**config.mk**
```make
export PLATFORM = sky130hd
export DESIGN_NAME = fp32_log2e_prescale_flat
export DESIGN_NICKNAME = d
export VERILOG_FILES = /design/src/rtl/fpu_pkg.sv /design/src/rtl/fp32_log2e_prescale_if.sv /design/src/rtl/dff_en.sv /design/src/rtl/fp32_log2e_prescale.sv /design/src/flat_wrapper.sv
export SDC_FILE = /design/constraint.sdc
export NUM_CORES = 1
export LEC_CHECK = 0
export ABC_AREA = 1
export CORE_MARGIN = 8
export CORE_UTILIZATION = 64
export DETAILED_ROUTE_END_ITERATION = 10
export PLACE_DENSITY = 0.83
export SYNTH_ARGS = -nofsm -noshare
export SYNTH_HDL_FRONTEND = slang
export SYNTH_SLANG_ARGS = --single-unit
```
**constraint.sdc**
```tcl
create_clock -name clk -period 6.8 [get_ports clk]
set_clock_uncertainty 0.05 [all_clocks]
set_input_delay 0.68 -clock clk [delete_from_list [all_inputs] [get_ports clk]]
set_output_delay 0.68 -clock clk [all_outputs]
set_load 0.02 [all_outputs]
```
**src/rtl/fpu_pkg.sv**
```systemverilog
// Shared FP32 constants and pipeline payload types for the log2(e) prescaler.
package fpu_pkg;

    localparam logic [31:0] LOG2E_F32 = 32'h3FB8AA3B;
    localparam logic [23:0] LOG2E_SIG = 24'hB8AA3B;
    localparam logic [31:0] F32_QNAN  = 32'h7FC00000;
    localparam logic [31:0] F32_PINF  = 32'h7F800000;
    localparam int          F32_BIAS  = 127;

    typedef struct packed {
        logic        sign;
        logic [7:0]  expo;
        logic [22:0] mant;
        logic        is_zero;
        logic        is_inf;
        logic        is_nan;
    } d0_t;

    typedef struct packed {
        logic        sign;
        logic [7:0]  expo;
        logic [47:0] prod;
        logic        is_zero;
        logic        is_inf;
        logic        is_nan;
    } d1_t;

endpackage

```
**src/rtl/fp32_log2e_prescale_if.sv**
```systemverilog
// Operand/result bundle between the producer, the prescaler and the exp2 unit.
interface fp32_log2e_prescale_if #(
    parameter int DATA_WIDTH = 32
);
    logic                  vld_in;
    logic [DATA_WIDTH-1:0] Oprand_A;
    logic [DATA_WIDTH-1:0] Result;
    logic                  vld_out;

    // vld_in qualifies Oprand_A on an enabled edge; vld_out qualifies Result.
    // There is no backpressure: the shared en input stalls the whole pipeline.
    modport master (output vld_in, Oprand_A, input Result, vld_out);
    modport slave  (input vld_in, Oprand_A, output Result, vld_out);
endinterface

```
**src/rtl/dff_en.sv**
```systemverilog
// Enabled register with asynchronous active-low clear; every pipeline flop uses it.
module dff_en #(
    parameter int WIDTH = 1
) (
    input  logic             clk,
    input  logic             rst_n,
    input  logic             en,
    input  logic [WIDTH-1:0] d,
    output logic [WIDTH-1:0] q
);
    logic [WIDTH-1:0] q_q;

    always_ff @(posedge clk or negedge rst_n) begin
        if (!rst_n) begin
            q_q <= '0;
        end else if (en) begin
            q_q <= d;
        end
    end

    assign q = q_q;
endmodule

```
**src/rtl/fp32_log2e_prescale.sv**
```systemverilog
// Three-stage FP32 multiply by log2(e): decode, 24x24 multiply, normalize/round.
module fp32_log2e_prescale
    import fpu_pkg::*;
#(
    parameter int DATA_WIDTH = 32,
    parameter int EXPO_WIDTH = 8,
    parameter int MANT_WIDTH = 23
) (
    input logic                   clk,
    input logic                   rst_n,
    input logic                   en,
    fp32_log2e_prescale_if.slave  io
);
    logic            v0_q, v1_q, vo_q;
    d0_t             d0_d, d0_q;
    d1_t             d1_d, d1_q;
    logic [31:0]     res_d, res_q;

    logic [22:0]     sig;
    logic            guard, sticky, rnd_up;
    logic [23:0]     mant_r;
    logic [8:0]      exp9;

    always_comb begin
        d0_d         = '0;
        d0_d.sign    = io.Oprand_A[DATA_WIDTH-1];
        d0_d.expo    = io.Oprand_A[MANT_WIDTH +: EXPO_WIDTH];
        d0_d.mant    = io.Oprand_A[MANT_WIDTH-1:0];
        d0_d.is_zero = (d0_d.expo == 8'h00);
        d0_d.is_inf  = (d0_d.expo == 8'hFF) && (d0_d.mant == '0);
        d0_d.is_nan  = (d0_d.expo == 8'hFF) && (d0_d.mant != '0);
    end

    always_comb begin
        d1_d         = '0;
        d1_d.sign    = d0_q.sign;
        d1_d.expo    = d0_q.expo;
        d1_d.prod    = 48'({1'b1, d0_q.mant}) * 48'(LOG2E_SIG);
        d1_d.is_zero = d0_q.is_zero;
        d1_d.is_inf  = d0_q.is_inf;
        d1_d.is_nan  = d0_q.is_nan;
    end

    // Product of two [1,2) significands lies in [1,4); bit 47 picks the shift.
    always_comb begin
        sig    = '0;
        guard  = 1'b0;
        sticky = 1'b0;
        exp9   = {1'b0, d1_q.expo};
        if (d1_q.prod[47]) begin
            sig    = d1_q.prod[46:24];
            guard  = d1_q.prod[23];
            sticky = |d1_q.prod[22:0];
            exp9   = {1'b0, d1_q.expo} + 9'd1;
        end else begin
            sig    = d1_q.prod[45:23];
            guard  = d1_q.prod[22];
            sticky = |d1_q.prod[21:0];
        end
        rnd_up = guard & (sticky | sig[0]);
        mant_r = {1'b0, sig} + {23'd0, rnd_up};
        if (mant_r[23]) begin
            exp9 = exp9 + 9'd1;
        end

        res_d = {d1_q.sign, exp9[7:0], mant_r[22:0]};
        if (d1_q.is_nan) begin
            res_d = F32_QNAN;
        end else if (d1_q.is_inf) begin
            res_d = {d1_q.sign, F32_PINF[30:0]};
        end else if (d1_q.is_zero) begin
            res_d = {d1_q.sign, 31'd0};
        end else if (exp9 >= 9'd255) begin
            res_d = {d1_q.sign, F32_PINF[30:0]};
        end
    end

    dff_en #(.WIDTH(1)) u_v0 (.clk(clk), .rst_n(rst_n), .en(en), .d(io.vld_in), .q(v0_q));
    dff_en #(.WIDTH(1)) u_v1 (.clk(clk), .rst_n(rst_n), .en(en), .d(v0_q),      .q(v1_q));
    dff_en #(.WIDTH(1)) u_vo (.clk(clk), .rst_n(rst_n), .en(en), .d(v1_q),      .q(vo_q));

    // Data only advances with a valid token so bubbles leave Result untouched.
    dff_en #(.WIDTH($bits(d0_t))) u_d0 (
        .clk(clk), .rst_n(rst_n), .en(en & io.vld_in), .d(d0_d), .q(d0_q));
    dff_en #(.WIDTH($bits(d1_t))) u_d1 (
        .clk(clk), .rst_n(rst_n), .en(en & v0_q), .d(d1_d), .q(d1_q));
    dff_en #(.WIDTH(32)) u_res (
        .clk(clk), .rst_n(rst_n), .en(en & v1_q), .d(res_d), .q(res_q));

    assign io.Result  = res_q;
    assign io.vld_out = vo_q;
endmodule

```
**src/flat_wrapper.sv**
```systemverilog
// flat-port wrapper written by rule: the top's interface ports become plain ports
module fp32_log2e_prescale_flat import fpu_pkg::*;
#(
    parameter int DATA_WIDTH = 32,
    parameter int EXPO_WIDTH = 8,
    parameter int MANT_WIDTH = 23
)
  (clk, rst_n, en, io_vld_in, io_Oprand_A, io_Result, io_vld_out);
  fp32_log2e_prescale_if #(.DATA_WIDTH(DATA_WIDTH)) io_i ();
  input logic clk;
  input logic rst_n;
  input logic en;
  input wire logic [$bits(io_i.vld_in)-1:0] io_vld_in;
  input wire logic [$bits(io_i.Oprand_A)-1:0] io_Oprand_A;
  output wire logic [$bits(io_i.Result)-1:0] io_Result;
  output wire logic [$bits(io_i.vld_out)-1:0] io_vld_out;
  assign io_i.vld_in = io_vld_in;
  assign io_i.Oprand_A = io_Oprand_A;
  assign io_Result = io_i.Result;
  assign io_vld_out = io_i.vld_out;
  fp32_log2e_prescale #(.DATA_WIDTH(DATA_WIDTH), .EXPO_WIDTH(EXPO_WIDTH), .MANT_WIDTH(MANT_WIDTH)) u_core (.clk(clk), .rst_n(rst_n), .en(en), .io(io_i));
endmodule
```
==> parameters.txt, run 1 <==
Parameter                              Value

Outcome
  Outcome    completed

Placement
  Weighted congestion at the end of routability-driven global placement    1.00
  IO buf count    68
  HPWL reported at the end of detailed placement    42,700 µm
  Pre-CTS setup slack    -0.106 ns
  Instance count after placement with tap cells included    2,530

Clock network
  Buffer levels on the longest clock path    2
  CTS H-tree lvls    4
  Sink count of the clock tree    130
  Clock transition at the register clock pins on the worst setup and hold paths after CTS    0.08 ns
  Post CTS Setup Buffer Count    0
  CTS tree    yes
  # hold bufs at CTS    0
  Clock Latency Late Sink    0.45 ns
  TritonCTS Buffers    17
  Cell at the root of the clock tree    clkbuf_16

Route
  Total Routed Length    49,700 µm
  First drt pass iteration count    7
  Per-cell routed wire length    19.4 µm
  Met3 layer wire length in the routed design    2920 µm
  Via total after detailed routing    14,300
  Top routing layer in use    met4
  Number of design-rule violations left by the first detailed-router iteration    951
  Wire length on met1    20,100 µm
  Wire length on met2    24,200 µm
  Post-DR vias/cell    5.58
  Antenna Nets Post-Route    0
  DRC viols    0

Layout
  Area growth from synthesis to layout    9.82%
  Antenna cell count    0
  Non-filler instance count after layout    2,562
  Proportion of layout cells with a drive suffix above 1    0.0482
  Nets@finish    2,714
  Final standard cell utilization of the core    0.716

Synthesis
  Sequential share of the synthesized area    0.185
  Cells after Synth    2,130
  Top post-synthesis cells by area    fa_1 25%, dfrtp_1 19%, ha_1 18%
  Per-instance average area after synthesis    8.25 µm²
  Post-synth EDFFs    0
  Synth top area share    0.250
  Fraction of registers with async set/reset    1.00
  Net count after synthesis    2,636
  Netlist Area Pre-Place    0.0176 mm²
  Most used flip-flop cell after synthesis    dfrtp_1
  Warnings, synthesis    0
  Dominant cell type by area after synthesis    fa_1
  Seq cells post-synth    130
  Top cells by instance count after synthesis    486 x inv_1, 419 x nand2_1, 251 x ha_1, 219 x fa_1, 136 x nor2_1
  Number of distinct library cell variants in the gate-level netlist after synthesis    48
  Most numerous cell in the Yosys netlist    inv_1

Floorplanning
  Total Die Area    0.0330 mm²
  Initial Utilization    0.652
  Std cell rows    60
  Core outline area    0.0270 mm²
  Die Span X    182 µm
  I/O pin count    69
  Die Span Y    182 µm

Critical path
  Max stage delay on crit path    0.60 ns
  Arrival time at the worst endpoint    6.80 ns
  Critical path startpoint    u_core.u_d0.q[10]$_DFFE_PN0P_
  Critical path fanouts, max    6
  Flop-to-flop setup slack    0.31 ns
  Ordered list of cells on the worst path    buf_4, ha_1, fa_1, fa_1, fa_1, fa_1, inv_1, fa_1, inv_1, fa_1, ha_1, nand2_1, nor2_1, inv_1, nor2_1, o21ai_0, nand2_1, o21bai_2, a21oi_1, or2_2, a31oi_1
  Critical Path Slowest Stage Cell    fa_1
  Sort of element at the start of the critical path    flop
  Element type at the critical path end    flop
  Required time reported for the critical path endpoint    7.11 ns
  Critical path start-end classification    flop to flop
  Startpoint of the lowest-slack register-to-register path    u_core.u_d0.q[10]$_DFFE_PN0P_
  Cell mode on critical path    fa_1

Run
  Number of maximum-capacitance constraint violations    0

Timing
  Unrepaired setup endpoints after global routing    no
  Fin crit share    0.954
  Slew of the pin with the lowest slew margin    0.996 ns
  Slew Viols, Final    0
  Timing-limited maximum frequency    0.154 GHz
  Worst slew margin relative to its limit    0.329
  Number of endpoints failing setup at the final stage    0
  Setup slack of the critical path after layout    0.314 ns
  Post-route setup TNS    0 ns
  Number of endpoints with negative hold slack in the final report    0
  Crit path time final    6.49 ns

Global route
  Wire length of the first global-routing pass    79,300 µm
  Via count of the first global-routing pass    15,000
  Global route total overflow    0
  Combined global-route utilization of all metal layers    0.310
  Initial antenna violation count    0
  Pin count of the biggest net entering global routing    68

Min path
  Class of the tightest hold or removal check    input pin to async pin
==> logic make-up (layout without fill, tap and decap cells) <==
logic type / count (synthesis) / in the layout / synth area share
AND/OR/NAND/NOR: 726 / 726 / 0.177
AO/OA/AOI/OAI: 243 / 243 / 0.0762
XOR/XNOR: 36 / 36 / 0.0180
buffers and inverters: 525 / 616 / 0.115
adder cells (fa/ha/maj): 470 / 470 / 0.428
flip-flops: 130 / 130 / 0.185
==> registers in the layout, indices dropped and copies added (netlist names) <==
signal	count
u_core.u_d0.q	35
u_core.u_d1.q	60
u_core.u_res.q	32
u_core.u_v0.q	1
u_core.u_v1.q	1
u_core.u_vo.q	1
==> worst max-delay path: cells and delay by family (launching register included) <==
family / cells / cell delay (ns)
simple gates: 5 / 0.88
buf+inv: 4 / 0.45
compound gates: 4 / 0.59
flops: 1 / 0.49
fa+ha+maj: 8 / 3.93
==> per-stage QoR <==
| stage | cell area [µm²] | hold slack, ns |
|---|---|---|
| after floorplan | 17600 | 0.334 |
| after global placement | 18700 | 0.406 |
| after detailed placement | 18700 | 0.411 |
| after CTS | 19300 | 0.208 |
| after global routing | 19300 | 0.235 |
| final | 19300 | 0.168 |
==> placed cells by master (no fill, tap or decap), drive strengths merged, types with 8 or more instances in the layout <==
cell / Yosys / final
xor2: 20 / 20
nand2: 423 / 423
o21ai: 126 / 126
fa: 219 / 219
nor2: 148 / 148
ha: 251 / 251
nor4: 13 / 13
a31oi: 9 / 9
o21bai: 8 / 8
clkdlybuf4s50: 0 / 67
buf: 10 / 23
nand3b: 15 / 15
xnor2: 16 / 16
or2: 17 / 17
nand3: 74 / 74
inv: 490 / 498
nor3: 14 / 14
nand4: 19 / 19
dfrtp: 130 / 130
clkbuf: 21 / 17
clkinv: 4 / 8
a21oi: 69 / 69
==> final cells by class <==
cell class / count / area (µm²)
Multi-Input combinational cell: 1475 / 12300
Fill cell: 2150 / 7660
Sequential cell: 130 / 3260
Inverter: 494 / 1850
Timing Repair Buffer: 90 / 847
Tap cell: 341 / 427
Clock buffer: 17 / 425
Clock inverter: 15 / 160
==> path summary, 6_finish.rpt <==
check                                                     end  cells past startpoint
worst min register to register  u_core.u_res.q[0]$_DFFE_PN0P_                      2
min in group clk                u_core.u_res.q[0]$_DFFE_PN0P_                      2
worst min-delay path            u_core.u_d1.q[10]$_DFFE_PN0P_                      1
worst max register to register  u_core.u_d1.q[40]$_DFFE_PN0P_                     21
worst max-delay path            u_core.u_d1.q[40]$_DFFE_PN0P_                     21
max in group asynchronous       u_core.u_d0.q[15]$_DFFE_PN0P_                      2
==> layer usage <==
layer	vias to the layer above	track usage
met3	105	0.0475
met1	6937	0.380
met5	-	0
met2	477	0.533
met4	0	0.140
li1	6783	-
==> repair_timing <==
item,in CTS,in global routing
resized for setup,1,13
cloned,0,0
setup endpoints to repair,1,6
pin swaps,0,0
Power of run 1 is not shown: default switching activity piles up to over one toggle a cycle in this logic, so the estimate is an artifact.
==> run 2: changes to the inputs <==
--- a/config.mk
+++ b/config.mk
@@ -6,10 +6,12 @@
 export NUM_CORES = 1
 export LEC_CHECK = 0
 export ABC_AREA = 1
+export CAP_MARGIN = 20
 export CORE_MARGIN = 8
 export CORE_UTILIZATION = 64
 export DETAILED_ROUTE_END_ITERATION = 10
 export PLACE_DENSITY = 0.83
 export SYNTH_ARGS = -nofsm -noshare
 export SYNTH_HDL_FRONTEND = slang
+export SYNTH_HIERARCHICAL = 1
 export SYNTH_SLANG_ARGS = --single-unit
==> parameters.txt, run 2 <==
Parameter                              Value

Outcome
  Outcome    completed (unchanged)

Critical path
  Sort of element at the start of the critical path    flop (unchanged)
  Critical path fanouts, max    10 (was 6)
  Critical path start-end classification    flop to flop (unchanged)
  Element type at the critical path end    flop (unchanged)
  Required time reported for the critical path endpoint    7.06 ns (was 7.11 ns)
  Arrival time at the worst endpoint    6.76 ns (was 6.80 ns)
  Flop-to-flop setup slack    0.30 ns (was 0.31 ns)

Synthesis
  Seq cells post-synth    130 (unchanged)
  Fraction of registers with async set/reset    1.00 (unchanged)
  Cells after Synth    2,236 (was 2,130)
  Top cells by instance count after synthesis    638 x nand2_1, 477 x inv_1, 251 x ha_1, 219 x fa_1, 130 x dfrtp_1 (was 486 x inv_1, 419 x nand2_1, 251 x ha_1, 219 x fa_1, 136 x nor2_1)
  Net count after synthesis    2,742 (was 2,636)
  Number of distinct library cell variants in the gate-level netlist after synthesis    46 (was 48)
  Dominant cell type by area after synthesis    fa_1 (unchanged)
  Synth top area share    0.241 (was 0.250)
  Per-instance average area after synthesis    8.15 µm² (was 8.25 µm²)
  Sequential share of the synthesized area    0.179 (was 0.185)
  Most numerous cell in the Yosys netlist    nand2_1 (was inv_1)
  Post-synth EDFFs    0 (unchanged)
  Warnings, synthesis    6 (was 0)
  Netlist Area Pre-Place    0.0182 mm² (was 0.0176 mm²)
  Most used flip-flop cell after synthesis    dfrtp_1 (unchanged)
  Top post-synthesis cells by area    fa_1 24%, dfrtp_1 18%, ha_1 17% (was fa_1 25%, dfrtp_1 19%, ha_1 18%)

Route
  Post-DR vias/cell    5.35 (was 5.58)
  DRC viols    0 (unchanged)
  Total Routed Length    48,600 µm (was 49,700 µm)
  First drt pass iteration count    8 (was 7)
  Via total after detailed routing    14,400 (was 14,300)
  Per-cell routed wire length    18.0 µm (was 19.4 µm)
  Number of design-rule violations left by the first detailed-router iteration    946 (was 951)
  Antenna Nets Post-Route    0 (unchanged)

Floorplanning
  Initial Utilization    0.652 (about the same)
  Die Span X    185 µm (was 182 µm)
  Total Die Area    0.0341 mm² (was 0.0330 mm²)
  Std cell rows    61 (was 60)
  Core outline area    0.0279 mm² (was 0.0270 mm²)
  Die Span Y    185 µm (was 182 µm)
  I/O pin count    69 (unchanged)

Placement
  Weighted congestion at the end of routability-driven global placement    1.02 (was 1.00)
  IO buf count    68 (unchanged)
  HPWL reported at the end of detailed placement    41,500 µm (was 42,700 µm)
  Cell area after placement    0.0191 mm² (was 0.0187 mm²)

Clock network
  CTS-repair resized insts    0 (was 1)
  Clock transition at the register clock pins on the worst setup and hold paths after CTS    0.07 ns (was 0.08 ns)
  TritonCTS Buffers    17 (unchanged)
  CTS tree    yes (unchanged)
  Cell at the root of the clock tree    clkbuf_16 (unchanged)
  Post CTS Setup Buffer Count    0 (unchanged)
  Sink count of the clock tree    130 (unchanged)
  # hold bufs at CTS    0 (unchanged)
  CTS H-tree lvls    4 (unchanged)
  Clock Latency Late Sink    0.43 ns (was 0.45 ns)
  Buffer levels on the longest clock path    2 (unchanged)

Timing
  Fin crit share    0.956 (was 0.954)
  Slew Viols, Final    0 (unchanged)
  Crit path time final    6.50 ns (was 6.49 ns)
  Number of endpoints failing setup at the final stage    0 (unchanged)
  Post-route setup TNS    0 ns (unchanged)
  Slew of the pin with the lowest slew margin    0.989 ns (was 0.996 ns)
  Worst slew margin relative to its limit    0.340 (was 0.329)
  Hold Worst Slack    0.226 ns (was 0.168 ns)
  Number of endpoints with negative hold slack in the final report    0 (unchanged)
  Timing-limited maximum frequency    0.154 GHz (about the same)
  Unrepaired setup endpoints after global routing    no (unchanged)

Layout
  Commonest cells after routing, fill and taps aside    638 x nand2_1, 476 x inv_1, 251 x ha_1, 219 x fa_1, 124 x dfrtp_1 (was 486 x inv_1, 418 x nand2_1, 251 x ha_1, 219 x fa_1, 136 x nor2_1)
  Fill cell count    2,294 (was 2,150)
  Final standard cell utilization of the core    0.703 (was 0.716)
  Antenna cell count    0 (unchanged)
  Proportion of layout cells with a drive suffix above 1    0.0548 (was 0.0482)
  Final instance area    0.0196 mm² (was 0.0193 mm²)
  Number of flip-flops in the largest register    60 (unchanged)
  Commonest non-fill, non-tap cell in the layout    nand2_1 (was inv_1)
  Area growth from synthesis to layout    7.86% (was 9.82%)
  Nets@finish    2,813 (was 2,714)

Global route
  Wire length of the first global-routing pass    78,000 µm (was 79,300 µm)
  Via count of the first global-routing pass    14,800 (was 15,000)
  Combined global-route utilization of all metal layers    0.297 (was 0.310)
  Pin count of the biggest net entering global routing    78 (was 68)
  Global route total overflow    0 (unchanged)
  Initial antenna violation count    0 (unchanged)

Run
  Number of maximum-capacitance constraint violations    0 (unchanged)

Min path
  Class of the tightest hold or removal check    input pin to async pin (unchanged)
run 2: final cells by class:
type                            count  area, µm²  area share
Clock inverter                     12        111     0.00567
Tap cell                          378        473      0.0241
Inverter                          484       1840      0.0938
Timing Repair Buffer               89        840      0.0427
Multi-Input combinational cell   1585      12700       0.646
Clock buffer                       19        433      0.0220
Sequential cell                   130       3260       0.166
run 2: kinds of logic (layout without fill, tap and decap cells):
family                   count (synthesis)  in the layout  share of synthesized area
flip-flops                             130            130                      0.179
adder cells (fa/ha/maj)                470            470                      0.413
XOR/XNOR                                61             61                     0.0293
buffers and inverters                  521            604                      0.125
AO/OA/AOI/OAI                          158            158                     0.0491
AND/OR/NAND/NOR                        896            896                      0.205
run 2: per-layer routing:
layer	GRT usage	wire length (µm)	part of all wire
met4	0.104	1640	0.034
met1	0.375	20600	0.42
met5	0	0	0
met3	0.0354	2460	0.051
met2	0.521	23900	0.49
run 2: critical path, cell delays in order (launching register included):
cell,delay [ns]
dfrtp_2,0.55
ha_1,0.33
inv_1,0.09
fa_1,0.63
inv_1,0.08
fa_1,0.51
fa_1,0.53
fa_1,0.57
inv_1,0.07
fa_1,0.50
fa_1,0.55
inv_1,0.04
ha_1,0.42
nand2_1,0.12
nor2_1,0.11
inv_1,0.10
nor4_1,0.31
nand3_1,0.15
nand3_1,0.22
a31oi_1,0.13
xor2_1,0.15
nand2_1,0.07
nand2_1,0.07
run 2: final timing paths:
| path | from | to | cells past startpoint |
|---|---|---|---|
| setup / recovery | u_core/u_d0/q[11]$_DFFE_PN0P_ | u_core/u_d1/q[48]$_DFFE_PN0P_ | 22 |
| setup reg to reg | u_core/u_d0/q[11]$_DFFE_PN0P_ | u_core/u_d1/q[48]$_DFFE_PN0P_ | 22 |
| min in group clk | u_core/u_res/q[15]$_DFFE_PN0P_ | u_core/u_res/q[15]$_DFFE_PN0P_ | 2 |
| hold reg to reg | u_core/u_res/q[15]$_DFFE_PN0P_ | u_core/u_res/q[15]$_DFFE_PN0P_ | 2 |
| max in group asynchronous | rst_n | u_core/u_d1/q[50]$_DFFE_PN0P_ | 2 |
| hold / removal | rst_n | u_core/u_d1/q[10]$_DFFE_PN0P_ | 1 |
run 2: stage by stage:
step / worst slack, ns / cells
floorplan: 1.07 / 2236
global placement: 0.165 / 2666
detailed placement: 0.151 / 2666
CTS: 0.0754 / 2697
global route: 0.0407 / 2697
finish: 0.301 / 2697
Power of run 2 is left out for the same reason.
